### config.mk
export PLATFORM = sky130hd
export DESIGN_NAME = xor_descrambler
export DESIGN_NICKNAME = d
export VERILOG_FILES = /design/src/rtl/descr_pkg.sv /design/src/rtl/descr_shift_reg.sv /design/src/rtl/xor_descrambler.sv
export SDC_FILE = /design/constraint.sdc
export NUM_CORES = 1
export LEC_CHECK = 0
export CORE_AREA = 10 10 47 49
export CTS_CLUSTER_DIAMETER = 30
export DETAILED_ROUTE_END_ITERATION = 10
export DIE_AREA = 0 0 57 59
export PLACE_DENSITY_LB_ADDON = 0.3
export SLEW_MARGIN = 15
export SYNTH_ARGS = -nofsm -noshare
export SYNTH_HDL_FRONTEND = slang
export SYNTH_SLANG_ARGS = --single-unit
export TNS_END_PERCENT = 1
### constraint.sdc
create_clock -name clk -period 2.12 [get_ports clk]
set_input_delay 0.318 -clock clk [delete_from_list [all_inputs] [get_ports clk]]
set_output_delay 0.318 -clock clk [all_outputs]
set_load 0.1 [all_outputs]
### src/rtl/descr_pkg.sv
// descr_pkg: state encodings and default polynomial constants (x^7+x^6+1),
// shared with the transmit-side scrambler.
package descr_pkg;
   typedef enum logic [1:0] {
      ST_IDLE   = 2'd0,
      ST_SYNC   = 2'd1,
      ST_LOCKED = 2'd2
   } state_e;
   localparam int DEF_LFSR_LEN = 7;
   localparam int DEF_TAP_A    = 7;
   localparam int DEF_TAP_B    = 6;
endpackage

### src/rtl/descr_shift_reg.sv
// descr_shift_reg: received-bit delay line with shift enable and sync clear;
// exports the two feedback taps {s[TAP_A-1], s[TAP_B-1]}.
module descr_shift_reg
   import descr_pkg::*;
#(
   parameter int LEN   = DEF_LFSR_LEN,
   parameter int TAP_A = DEF_TAP_A,
   parameter int TAP_B = DEF_TAP_B
) (
   input  logic       clk,
   input  logic       rst_n,
   input  logic       clr,
   input  logic       shift,
   input  logic       din,
   output logic [1:0] taps
);
   logic [LEN-1:0] s_q, s_d;
   always_comb s_d = clr ? '0 : shift ? {s_q[LEN-2:0], din} : s_q;
   always_ff @(posedge clk or negedge rst_n)
      if (!rst_n) s_q <= '0;
      else        s_q <= s_d;
   assign taps = {s_q[TAP_A-1], s_q[TAP_B-1]};
endmodule

### src/rtl/xor_descrambler.sv
// xor_descrambler: self-synchronising serial descrambler with lock FSM.
// Optional DESCR_ERR_CNT_EN adds chk_zero/err_cnt for all-zero-source BER checks.
module xor_descrambler
   import descr_pkg::*;
#(
   parameter int LFSR_LEN = DEF_LFSR_LEN,
   parameter int TAP_A    = DEF_TAP_A,
   parameter int TAP_B    = DEF_TAP_B
) (
   input  logic        clk,
   input  logic        rst_n,
`ifdef DESCR_ERR_CNT_EN
   input  logic        chk_zero,
   output logic [15:0] err_cnt,
`endif
   input  logic        en,
   input  logic        resync,
   input  logic        in_bit,
   input  logic        in_valid,
   output logic        out_bit,
   output logic        out_valid,
   output logic        locked
);
   localparam int FW = $clog2(LFSR_LEN);
   state_e          state_q, state_d;
   logic [FW-1:0]   fill_q, fill_d;
   logic            out_bit_q, out_bit_d, out_valid_q, out_valid_d;
   logic            acc, clr, last, lk, descr;
   logic [1:0]      taps;
   assign lk    = state_q == ST_LOCKED;
   assign acc   = en & ~resync & in_valid & (state_q != ST_IDLE);
   assign clr   = ~en | resync | (state_q == ST_IDLE);
   assign last  = fill_q == FW'(LFSR_LEN - 1);
   assign descr = in_bit ^ taps[1] ^ taps[0];
   descr_shift_reg #(.LEN(LFSR_LEN), .TAP_A(TAP_A), .TAP_B(TAP_B)) u_sr (
      .clk   (clk),
      .rst_n (rst_n),
      .clr   (clr),
      .shift (acc),
      .din   (in_bit),
      .taps  (taps)
   );
   always_comb begin
      state_d     = !en ? ST_IDLE
                  : (resync || state_q == ST_IDLE) ? ST_SYNC
                  : (state_q == ST_SYNC && acc && last) ? ST_LOCKED
                  : state_q;
      fill_d      = (clr || (acc && last)) ? '0
                  : (acc && state_q == ST_SYNC) ? fill_q + 1'b1
                  : fill_q;
      out_valid_d = acc & lk;
      out_bit_d   = out_valid_d ? descr : out_bit_q;
   end
   always_ff @(posedge clk or negedge rst_n)
      if (!rst_n) begin
         state_q     <= ST_IDLE;
         fill_q      <= '0;
         out_bit_q   <= 1'b0;
         out_valid_q <= 1'b0;
      end else begin
         state_q     <= state_d;
         fill_q      <= fill_d;
         out_bit_q   <= out_bit_d;
         out_valid_q <= out_valid_d;
      end
   assign out_bit   = out_bit_q;
   assign out_valid = out_valid_q;
   assign locked    = lk;
`ifdef DESCR_ERR_CNT_EN
   logic [15:0] err_q, err_d;
   // Counted at acceptance alongside out_bit, so the count tracks emitted ones.
   always_comb err_d = (~en | resync) ? '0
                     : (acc && lk && chk_zero && descr && err_q != 16'hFFFF) ? err_q + 16'd1
                     : err_q;
   always_ff @(posedge clk or negedge rst_n)
      if (!rst_n) err_q <= '0;
      else        err_q <= err_d;
   assign err_cnt = err_q;
`endif
endmodule
Word level (Yosys, flattened, before mapping)
Cells that the tools add are included.
{"block": "totals", "input_bits": 6, "wordCells": 36, "out_inout_bits": 3, "ff_bits": 14}
{"block": "classes", "n_mux": 7, "n_eq_ne": 4, "reduce_logical": 9, "n_bitwise": 10, "n_addsub": 1}
{"cell": "$mux W7", "count": 2}
{"cell": "$mux W2", "count": 3}
{"cell": "$mux W3", "count": 2}
{"cell": "$reduce_bool A2 Y1", "count": 3}
{"cell": "$and A1 B1 Y1", "count": 4}
{"cell": "$add A3 B1 Y3 const B", "count": 1}
{"cell": "$eq A3 B3 Y1 const B", "count": 1}
{"cell": "$logic_and A1 B1 Y1", "count": 3}
{"cell": "$ne A3 B1 Y1 const B", "count": 1}
{"cell": "$eq A2 B1 Y1 const B", "count": 1}
{"cell": "$eq A2 B2 Y1 const B", "count": 1}
{"cell": "$logic_not A2 Y1", "count": 1}
{"cell": "$logic_or A1 B1 Y1", "count": 2}
{"cell": "$not A1 Y1", "count": 2}
{"cell": "$or A1 B1 Y1", "count": 2}
{"cell": "$xor A1 B1 Y1", "count": 2}

Longest topological paths before layout
Gate-level depths: netlist (run 1).
{"block": "logic_depth", "word_depth": 9, "mapped_depth": 5, "depth_no_buf": 5}

Hierarchy
A second synthesis (run 1) with hierarchy kept.
{"block": "unflattened", "cells_unflattened": 63, "hier_area_um2": 691.9}
{"module": "xor_descrambler", "cells_each": 39, "seq_area_each_um2": 175.2, "area_each_um2": 394.1, "instances": 1}
{"module": "descr_shift_reg", "cells_each": 24, "seq_area_each_um2": 175.2, "area_each_um2": 297.8, "instances": 1}

Least setup slack after synthesis (run 1)
OpenSTA, ideal clock, no wires.
{"block": "synth_path", "path_kind": "register -> register", "from": "register state_q[0]", "to": "register out_bit_q (netlist: out_bit)", "required_time_ps": 1992, "synth_period_minus_slack_ps": 2663, "n_path_buf": 0, "setup_slack_ps": -543, "setup_ps": 128, "stages_incl_launch_ff": 4, "t_arrival_ps": 2534, "path_cell_list": "dfrtp_1 -> nor2b_1 -> and3_2 -> mux2_1"}
{"block": "synth_between", "elab_cells_between_ends": 4, "classes_between": "eq/ne: 1; bitwise: 2; reduce/logical: 1"}
{"element": "start, declared", "line_no": "xor_descrambler.sv:25", "text": "state_e state_q, state_d;"}
{"element": "start signal, assigned", "line_no": "xor_descrambler.sv:61", "text": "state_q <= state_d;"}
{"element": "$eq A2 B2 Y1", "line_no": "xor_descrambler.sv:30", "text": "assign lk = state_q == ST_LOCKED;"}
{"element": "net locked", "line_no": "xor_descrambler.sv:22", "text": "output logic locked"}
{"element": "$and A1 B1 Y1", "line_no": "xor_descrambler.sv:51", "text": "out_valid_d = acc & lk;"}
{"element": "net out_valid_d", "line_no": "xor_descrambler.sv:27", "text": "logic out_bit_q, out_bit_d, out_valid_q, out_valid_d;"}
{"element": "end signal, assigned", "line_no": "xor_descrambler.sv:63", "text": "out_bit_q <= out_bit_d;"}
{"element": "end, declared", "line_no": "xor_descrambler.sv:27"}
The timed path passes the listed nets, and every way through them passes these cells.
A chain may end at the register's enable or synchronous reset.

Final worst setup path (run 1)
{"block": "layout_path", "from": "register state_q[1]", "to": "output locked"}
{"block": "layout_between", "elab_chain_cells": 1}
{"element": "$eq A2 B2 Y1", "line_no": "xor_descrambler.sv:30"}
{"element": "end, declared", "line_no": "xor_descrambler.sv:22"}
No other way between the ends.

==> results of run 1 <==
==> logic make-up (layout without fill, tap and decap cells) <==
logic type	after synthesis	after routing
simple gates	21	21
mux	8	8
buf+inv	2	14
flops	14	14
compound gates	9	9
fa+ha+maj	2	2
xor+xnor	2	2
==> critical path, stage by stage, from the launching register on <==
cell,delay [ns]
dfrtp_1,0.40
nor2b_2,0.22
buf_4,0.32
==> registers in the layout (all words and copies together), names as in the netlist <==
name	cells
state_q	2
out_bit	1
fill_q	3
u_sr.s_q	7
out_valid	1
==> report_power, final <==
group | switching [mW] | internal, mW
sequential | 0.00240 | 0.269
combinational | 0.0193 | 0.0180
clock | 0.0847 | 0.104
==> final cells by class <==
| class | count | area (µm²) |
|---|---|---|
| fillers | 139 | 594.3 |
| flip-flops and latches | 14 | 350.3 |
| multi-input cells | 42 | 316.6 |
| repair buffers | 9 | 80.08 |
| clock buffers | 4 | 36.28 |
| well taps | 16 | 20.02 |
| inverters | 1 | 3.754 |
==> metrics by stage <==
| step | std cells | power, mW | cell area [µm²] | util (%) |
|---|---|---|---|---|
| finish | 86 | 0.4977 | 807.0 | 57.59 |
| CTS | 86 | 0.5081 | 807.0 | 57.59 |
| global placement | 82 | 0.3141 | 770.7 | 55.00 |
| detailed placement | 82 | 0.3148 | 770.7 | 55.00 |
| floorplan | 58 | 0.2955 | 681.9 | - |
| global route | 86 | 0.5314 | 807.0 | 57.59 |
==> per-layer routing <==
layer | GRT usage, % | up-vias | part of all wire, %
met1 | 8.405 | 219 | 47
met5 | 0 | - | 0
met3 | 4.506 | 2 | 8.3
met2 | 11.63 | 10 | 43
met4 | 6.376 | 0 | 1.7
li1 | - | 227 | -
==> worst paths after layout <==
| path | from | endpoint | slack [ns] | cells after the start |
|---|---|---|---|---|
| max in group asynchronous | rst_n | u_sr.s_q[2] | 1.31 | 1 |
| setup / recovery | state_q[1] | locked | 0.59 | 2 |
| hold reg to reg | out_bit | out_bit | 0.50 | 1 |
| hold / removal | rst_n | u_sr.s_q[5] | 0.41 | 1 |
| min in group clk | out_bit | out_bit | 0.50 | 1 |
| setup reg to reg | fill_q[0] | fill_q[1] | 0.81 | 4 |
==> cells in the mapped netlist, drive strengths merged <==
library cell / number
nand2b: 1
xnor2: 2
or3: 3
a211oi: 1
ha: 2
nor2: 8
dfrtp: 14
nand2: 1
and2b: 1
a21oi: 4
or2: 1
o2111ai: 2
inv: 1
mux2: 1
nand3b: 2
o21a: 1
o21ai: 1
and3: 2
mux2i: 7
nor2b: 2
buf: 1
==> results.py, run 1 <==
metrics = {
    "status": {
        "status": "completed",
    },
    "logic_synthesis": {
        "ys_ff_latch": 14,
        "muxShareOfSynthArea_pct": 11.97,
        "ys_warn_count": 0,
        "synthXorXnorAreaFrac_pct": 2.578,
        "synth_area_um2": 679.4,
        "synth_top_area_cell": "dfrtp_1",
        "postSynthAreaPerCell_um2": 11.71,
        "synth-compound-area-share_pct": 9.208,
        "yosysUniqueCellTypes": 22,
        "synth-simple-area-share_pct": 18.78,
        "synth_top_family_by_area": "simple AND/OR/NAND/NOR gates",
        "synth.area.top_cells": "dfrtp_1 52%, mux2i_1 10%, nor2_1 4.4%",
        "synth_top_area_share_pct": 51.57,
        "syn_inst": 58,
        "syn_nets": 66,
        "yosys.area_share.adder_pct": 3.683,
        "ys_seq_area_share_pct": 51.57,
    },
    "sta": {
        "hold_viol": 0,
        "final.setup.worst_slack_ns": 0.5925,
        "setup_violations": 0,
        "final.min_clock_period_ns": 1.528,
        "rsz0062_at_grt": "no",
        "fin_setup_tns_ns": 0,
        "tightest_slew_ns": 0.6038,
        "slew_violations": 0,
        "hold_ws_ns": 0.4143,
        "relSlewSlack_pct": 59.62,
        "period_share_pct": 72.05,
        "finClkSkew_ns": 0.004817,
        "max_freq_ghz": 0.6547,
    },
    "power": {
        "p_per_area_nw_per_um2": 616.7,
        "peakVddDrop_mv": 0.3456,
        "leakage_nw": 0.3827,
    },
    "worst_setup_path": {
        "setup.worst_path.class": "reg2out",
        "worstPathArrival_ns": 1.21,
        "crit_fanout": 6,
        "start_kind": "flop",
        "crit_required_ns": 1.80,
        "crit_path_end_kind": "output pin",
    },
    "layout": {
        "syn_to_final_growth_pct": 18.78,
        "nNetsFinal": 79,
        "layout_commonest_cell": "dfrtp_1",
        "drive_above_1_share_pct": 20.00,
        "diodes": 0,
        "mostFrequentLayoutCells": "14 x dfrtp_1, 8 x nor2_1, 7 x mux2i_1",
    },
    "placement": {
        "gp_congestion": 0.7202,
        "preCtsSetupSlack_ns": 0.3832,
        "io_buffers": 8,
        "dp_hpwl_um": 880.6,
    },
    "global_route": {
        "grt.overflow.total": 0,
        "grt_pass1_vias": 471,
        "antenna_found_initial": 0,
        "grt_start_max_net_pins": 15,
        "grt_pass1_wl_mm": 2.118,
        "grt_util_all_layers_pct": 8.023,
    },
    "floorplan": {
        "ios": 9,
        "fp.dieH_um": 59,
        "coreArea_um2": 1401,
        "num_rows": 14,
        "fp.dieW_um": 57,
        "start_util_pct": 48.48,
        "die-area_um2": 3363,
    },
    "clocking": {
        "htreeDepth": 1,
        "clock_latency_ns": 0.28,
        "ctsHoldBuffers": 0,
        "cts_buffers": 3,
        "cts_tree": "yes",
        "cts_root_buffer": "clkbuf_4",
        "post-cts-setup-buffers": 0,
        "post_cts_resized": 0,
        "clkSinkCount": 14,
        "path_clk_slew_ns": 0.09,
        "ctsLongestPathBuffers": 2,
    },
    "detailed_routing": {
        "dr.pass1.iters": 4,
        "via_count": 458,
        "avgRoutedWirePerCell_um": 13.34,
        "routed_wl_mm": 1.147,
        "postRouteAntennaNets": 0,
        "drc": 0,
        "drt-initial-drc-count": 6,
        "vias_per_cell": 5.326,
    },
    "min_path": {
        "hold_class": "in2async",
    },
    "job": {
        "drv_cap": 0,
    },
}
No activity file was read; power rests on OpenSTA's default activity.
==> run 2: changes to the inputs <==
CORE_AREA = 10 10 50 52   (was 10 10 47 49)
DIE_AREA = 0 0 60 62   (was 0 0 57 59)
clock period = 1.4 ns   (was 2.12 ns; I/O delays follow)
==> run 2 against run 1 <==
- cell count increased by 8.1%
- largest power group unchanged
- design area increased by 14%
- largest cell class unchanged
- die area increased by 11%
- clock-buffer cell count unchanged
- clock skew decreased by 0.0029 ns
- total power increased by 56%
- first-iteration DRC count increased by 120%
- via count increased by 10%
- sequential power increased by 52%
==> results.py, run 2 (synthesis results as in run 1) <==
metrics = {
    "status": {
        "status": "completed",
    },
    "sta": {
        "final.min_clock_period_ns": 1.330,
        "slew_violations": 0,
        "finClkSkew_ns": 0.001964,
        "relSlewSlack_pct": 85.06,
        "rsz0062_at_grt": "no",
        "max_freq_ghz": 0.7517,
        "setup_violations": 0,
        "tightest_slew_ns": 0.2239,
        "period_share_pct": 95.02,
        "hold_viol": 0,
        "fin_setup_tns_ns": 0,
    },
    "clocking": {
        "path_clk_slew_ns": 0.09,
        "clock_latency_ns": 0.28,
        "ctsLongestPathBuffers": 2,
        "post-cts-setup-buffers": 0,
        "htreeDepth": 1,
        "clkSinkCount": 14,
        "cts_buffers": 3,
        "cts_tree": "yes",
        "cts_root_buffer": "clkbuf_4",
    },
    "layout": {
        "drive_above_1_share_pct": 28.95,
        "largest_register": "u_sr.s_q",
        "reg.largest.list": "u_sr.s_q: 7 flops, fill_q: 3 flops, state_q: 2 flops",
        "largest_reg_flops": 7,
        "layout_commonest_cell": "dfrtp_1",
        "mostFrequentLayoutCells": "14 x dfrtp_1, 8 x nor2_1, 7 x mux2i_1",
        "nNetsFinal": 85,
        "syn_to_final_growth_pct": 35.36,
        "final_cells": 93,
        "diodes": 0,
    },
    "worst_setup_path": {
        "crit_fanout": 6,
        "slowest_stage": "dfrtp_1",
        "crit_required_ns": 1.19,
        "slowest_delay_ns": 0.43,
        "worstPathArrival_ns": 1.12,
        "critPathTopFamily": "flip-flops",
        "r2r_slack_ns": 0.08,
        "rr_worst_depth": 4,
        "reg2reg_to": "fill_q[1]",
        "critPathBufInv": 1,
        "rr_startpoint": "fill_q[0]",
        "cp_cell_sequence": "nor2b_4, buf_12",
        "crit_path_end_kind": "output pin",
        "start_kind": "flop",
        "setup.worst_path.class": "reg2out",
    },
    "power": {
        "seqPwrFrac_pct": 53.1,
        "switchingPower_mw": 0.1705,
        "peakVddDrop_mv": 0.3799,
        "p_comb_share_pct": 9.2,
        "pwr-share-clk_pct": 37.6,
        "swShare_pct": 22.02,
        "p_int_mw": 0.6035,
        "p_per_area_nw_per_um2": 841.6,
        "leakage_nw": 0.4237,
    },
    "min_path": {
        "hold_class": "in2async",
    },
    "floorplan": {
        "num_rows": 15,
        "fp.dieW_um": 60,
        "die-area_um2": 3720,
        "start_util_pct": 42.09,
        "coreArea_um2": 1614,
        "ios": 9,
        "fp.dieH_um": 62,
    },
    "detailed_routing": {
        "via_count": 504,
        "drc": 0,
        "vias_per_cell": 5.419,
        "postRouteAntennaNets": 0,
        "dr.pass1.iters": 2,
        "routed_wl_mm": 1.283,
        "avgRoutedWirePerCell_um": 13.80,
        "drt-initial-drc-count": 13,
    },
    "global_route": {
        "grt_start_max_net_pins": 15,
        "grt_pass1_vias": 498,
        "grt.overflow.total": 0,
        "antenna_found_initial": 0,
        "grt_pass1_wl_mm": 2.242,
        "grt_util_all_layers_pct": 7.982,
    },
    "job": {
        "drv_cap": 0,
    },
    "placement": {
        "io_buffers": 8,
        "placed_cells": 89,
        "gp_congestion": 0.8170,
        "dp_hpwl_um": 987.9,
    },
}
[run 2: area by class of cell]
cell class / count / area, µm²
fill: 149 / 694.4
multi-input combinational: 42 / 332.8
inverter: 1 / 3.754
tap: 17 / 21.27
timing repair buffer: 15 / 175.2
sequential: 14 / 350.3
clock buffer: 4 / 36.28
[run 2: worst max path at each step]
stage                     from        end  cells after the start
finish              state_q[1]     locked                      2
global placement      in_valid  fill_q[2]                      4
floorplan           state_q[0]    out_bit                      3
detailed placement    in_valid  fill_q[2]                      4
global route        state_q[1]     locked                      2
CTS                 state_q[0]     locked                      2
[run 2: through the flow]
| stage | hold WS [ns] | cell area [µm²] | utilization (%) | setup slack [ns] | total power, mW |
|---|---|---|---|---|---|
| 5_1_grt | 0.2335 | 919.6 | 56.98 | 0.003818 | 0.8052 |
| 2_1_floorplan | -0.08559 | 694.4 | - | -0.2793 | 0.4484 |
| 3_5_place_dp | 0.5137 | 879.6 | 54.50 | -0.2013 | 0.4911 |
| 4_1_cts | 0.2330 | 915.9 | 56.74 | 0.05512 | 0.7877 |
| 6_report | 0.2284 | 919.6 | 56.98 | 0.06974 | 0.7740 |
| 3_3_place_gp | 0.5027 | 879.6 | 54.50 | -0.1531 | 0.4898 |
[run 2: per-layer routing]
layer,global-route usage [%],wire length [µm]
met2,12.21,605
met3,3.659,92
met1,9.112,564
met5,0,0
met4,4.167,21
[run 2: repair_timing]
item | CTS | global route
setup endpoints to repair | 0 | 1
gates resized for setup | 0 | 1
hold buffers | 0 | 0
[run 2: worst register-to-register path: cells and delay by family, from the launching register on]
family | cells | cell delay [ns]
adders and majority gates | 1 | 0.28
buffers and inverters | 1 | 0.06
and+or+nand+nor | 1 | 0.39
DFF | 1 | 0.39
AOI/OAI and AO/OA | 1 | 0.13
[run 2: power by group through the flow]
stage | clock network [mW] | registers [mW] | logic [mW]
floorplan | 0 | 0.419 | 0.0298
global placement | 0 | 0.419 | 0.0707
detailed placement | 0 | 0.419 | 0.0719
CTS | 0.304 | 0.411 | 0.0725
global route | 0.316 | 0.412 | 0.0775
finish | 0.291 | 0.411 | 0.0714
==> run 3: changes to the inputs <==
CORE_AREA = 2 2 42 44   (was 10 10 50 52)
DIE_AREA = 0 0 44 46   (was 0 0 60 62)
==> run 3 against run 2 <==
- sequential share of layout area rose by 0.16 points
- clock skew rose by 0.0030 ns
- fmax fell by 2.1%
- highest routed layer unchanged
- largest cell class unchanged
- combinational power barely moved
- cell count did not move
- worst hold slack improved by 0.011 ns
- sequential power barely moved
- critical path depth did not move
- utilization fell by 0.23 points
- design area fell by 0.41%
==> results.py, run 3 (synthesis results as in run 1) <==
metrics = {
    "power": {
        "peakVddDrop_mv": 0.5160,
        "p_per_area_nw_per_um2": 836.3,
        "total_power_mw": 0.7660,
        "leakage_nw": 0.4238,
    },
    "sta": {
        "tightest_slew_ns": 0.2500,
        "hold_viol": 0,
        "relSlewSlack_pct": 83.33,
        "final.min_clock_period_ns": 1.358,
        "setup_violations": 0,
        "slew_violations": 0,
        "final.setup.worst_slack_ns": 0.04174,
        "rsz0062_at_grt": "no",
        "finClkSkew_ns": 0.005012,
        "max_freq_ghz": 0.7362,
        "period_share_pct": 97.02,
    },
    "layout": {
        "largest_register": "u_sr.s_q",
        "stdcell_area_um2": 915.9,
        "regArea_um2": 350.3,
        "nNetsFinal": 85,
        "drive_above_1_share_pct": 27.63,
        "multi_input_area_um2": 329.1,
        "largest_reg_flops": 7,
        "diodes": 0,
        "syn_to_final_growth_pct": 34.81,
        "layout_commonest_cell": "dfrtp_1",
        "final_cells": 93,
        "reg.largest.list": "u_sr.s_q: 7 flops, fill_q: 3 flops, state_q: 2 flops",
        "utilization_pct": 56.74,
        "mostFrequentLayoutCells": "14 x dfrtp_1, 8 x nor2_1, 7 x mux2i_1",
        "fillers": 142,
    },
    "clocking": {
        "path_clk_slew_ns": 0.09,
        "post-cts-setup-buffers": 0,
        "clkSinkCount": 14,
        "cts_buffers": 3,
        "ctsHoldBuffers": 0,
        "cts_root_buffer": "clkbuf_4",
        "post_cts_resized": 0,
        "clock_latency_ns": 0.27,
        "cts_tree": "yes",
        "ctsLongestPathBuffers": 2,
        "htreeDepth": 1,
    },
    "worst_setup_path": {
        "crit_fanout": 6,
        "crit_path_start": "state_q[1]",
        "setup.worst_path.class": "reg2out",
        "rr_startpoint": "fill_q[0]",
        "worstPathArrival_ns": 1.15,
        "rr_worst_depth": 4,
        "crit_required_ns": 1.19,
        "start_kind": "flop",
        "crit_path_end_kind": "output pin",
    },
    "placement": {
        "io_buffers": 8,
        "placed_cells": 89,
        "preCtsSetupSlack_ns": -0.1816,
        "dp_hpwl_um": 932.5,
        "gp_congestion": 0.8367,
        "placed_area_um2": 879.6,
    },
    "floorplan": {
        "coreArea_um2": 1614,
        "fp.dieW_um": 44,
        "ios": 9,
        "fp.dieH_um": 46,
        "num_rows": 15,
        "die-area_um2": 2024,
        "start_util_pct": 42.09,
    },
    "global_route": {
        "grt_pass1_wl_mm": 2.139,
        "grt.overflow.total": 0,
        "grt_start_max_net_pins": 15,
        "grt_util_all_layers_pct": 14.60,
        "antenna_found_initial": 0,
        "grt_pass1_vias": 517,
    },
    "detailed_routing": {
        "drt-initial-drc-count": 5,
        "routed_wl_mm": 1.257,
        "dr.pass1.iters": 4,
        "postRouteAntennaNets": 0,
        "via_count": 504,
        "drc": 0,
        "avgRoutedWirePerCell_um": 13.52,
        "vias_per_cell": 5.419,
    },
    "min_path": {
        "hold_class": "in2async",
    },
    "status": {
        "status": "completed",
    },
    "job": {
        "drv_cap": 0,
    },
}
## run 3: cell counts in the layout (fill, tap and decap cells not counted)
No cell type changed its count.
## run 3: power by group
part | total [mW] | switching [mW] | internal (mW)
Clock | 0.283 | 0.125 | 0.158
Combinational | 0.0713 | 0.0332 | 0.0381
Sequential | 0.412 | 0.00461 | 0.407
## run 3: layout make-up
| class | count | share of cell area [%] |
|---|---|---|
| tap | 17 | 2.322 |
| timing repair buffer | 15 | 19.13 |
| inverter | 1 | 0.4098 |
| sequential | 14 | 38.25 |
| multi-input combinational | 42 | 35.93 |
| clock buffer | 4 | 3.962 |
## run 3: critical path, stage by stage (launching register included)
cell     delay (ns)
dfrtp_1        0.45
nor2b_4        0.24
buf_12         0.19
## run 3: routing by layer
metal / routed length (µm) / up-vias / track usage [%] / share of wire [%]
met5: 0 / - / 0 / 0
met4: 12 / 0 / 6.667 / 0.95
met3: 68 / 2 / 4.365 / 5.4
met2: 604 / 18 / 23.24 / 48
met1: 572 / 243 / 18.18 / 46
li1: - / 241 / - / -
## run 3: worst paths after layout
check	to	slack, ns
max	locked	0.04
min	fill_q[2]	0.24
max reg2reg	fill_q[1]	0.09
min reg2reg	u_sr.s_q[5]	0.53
max in group asynchronous	u_sr.s_q[4]	0.99
min in group clk	u_sr.s_q[5]	0.53
## run 3: per-stage QoR
| stage | TNS, ns | hold WS [ns] |
|---|---|---|
| after global placement | -0.9439 | 0.5038 |
| after global routing | 0 | 0.2504 |
| after detailed placement | -1.092 | 0.5128 |
| final | 0 | 0.2394 |
| after floorplan | -0.2793 | -0.08559 |
| after CTS | 0 | 0.2437 |
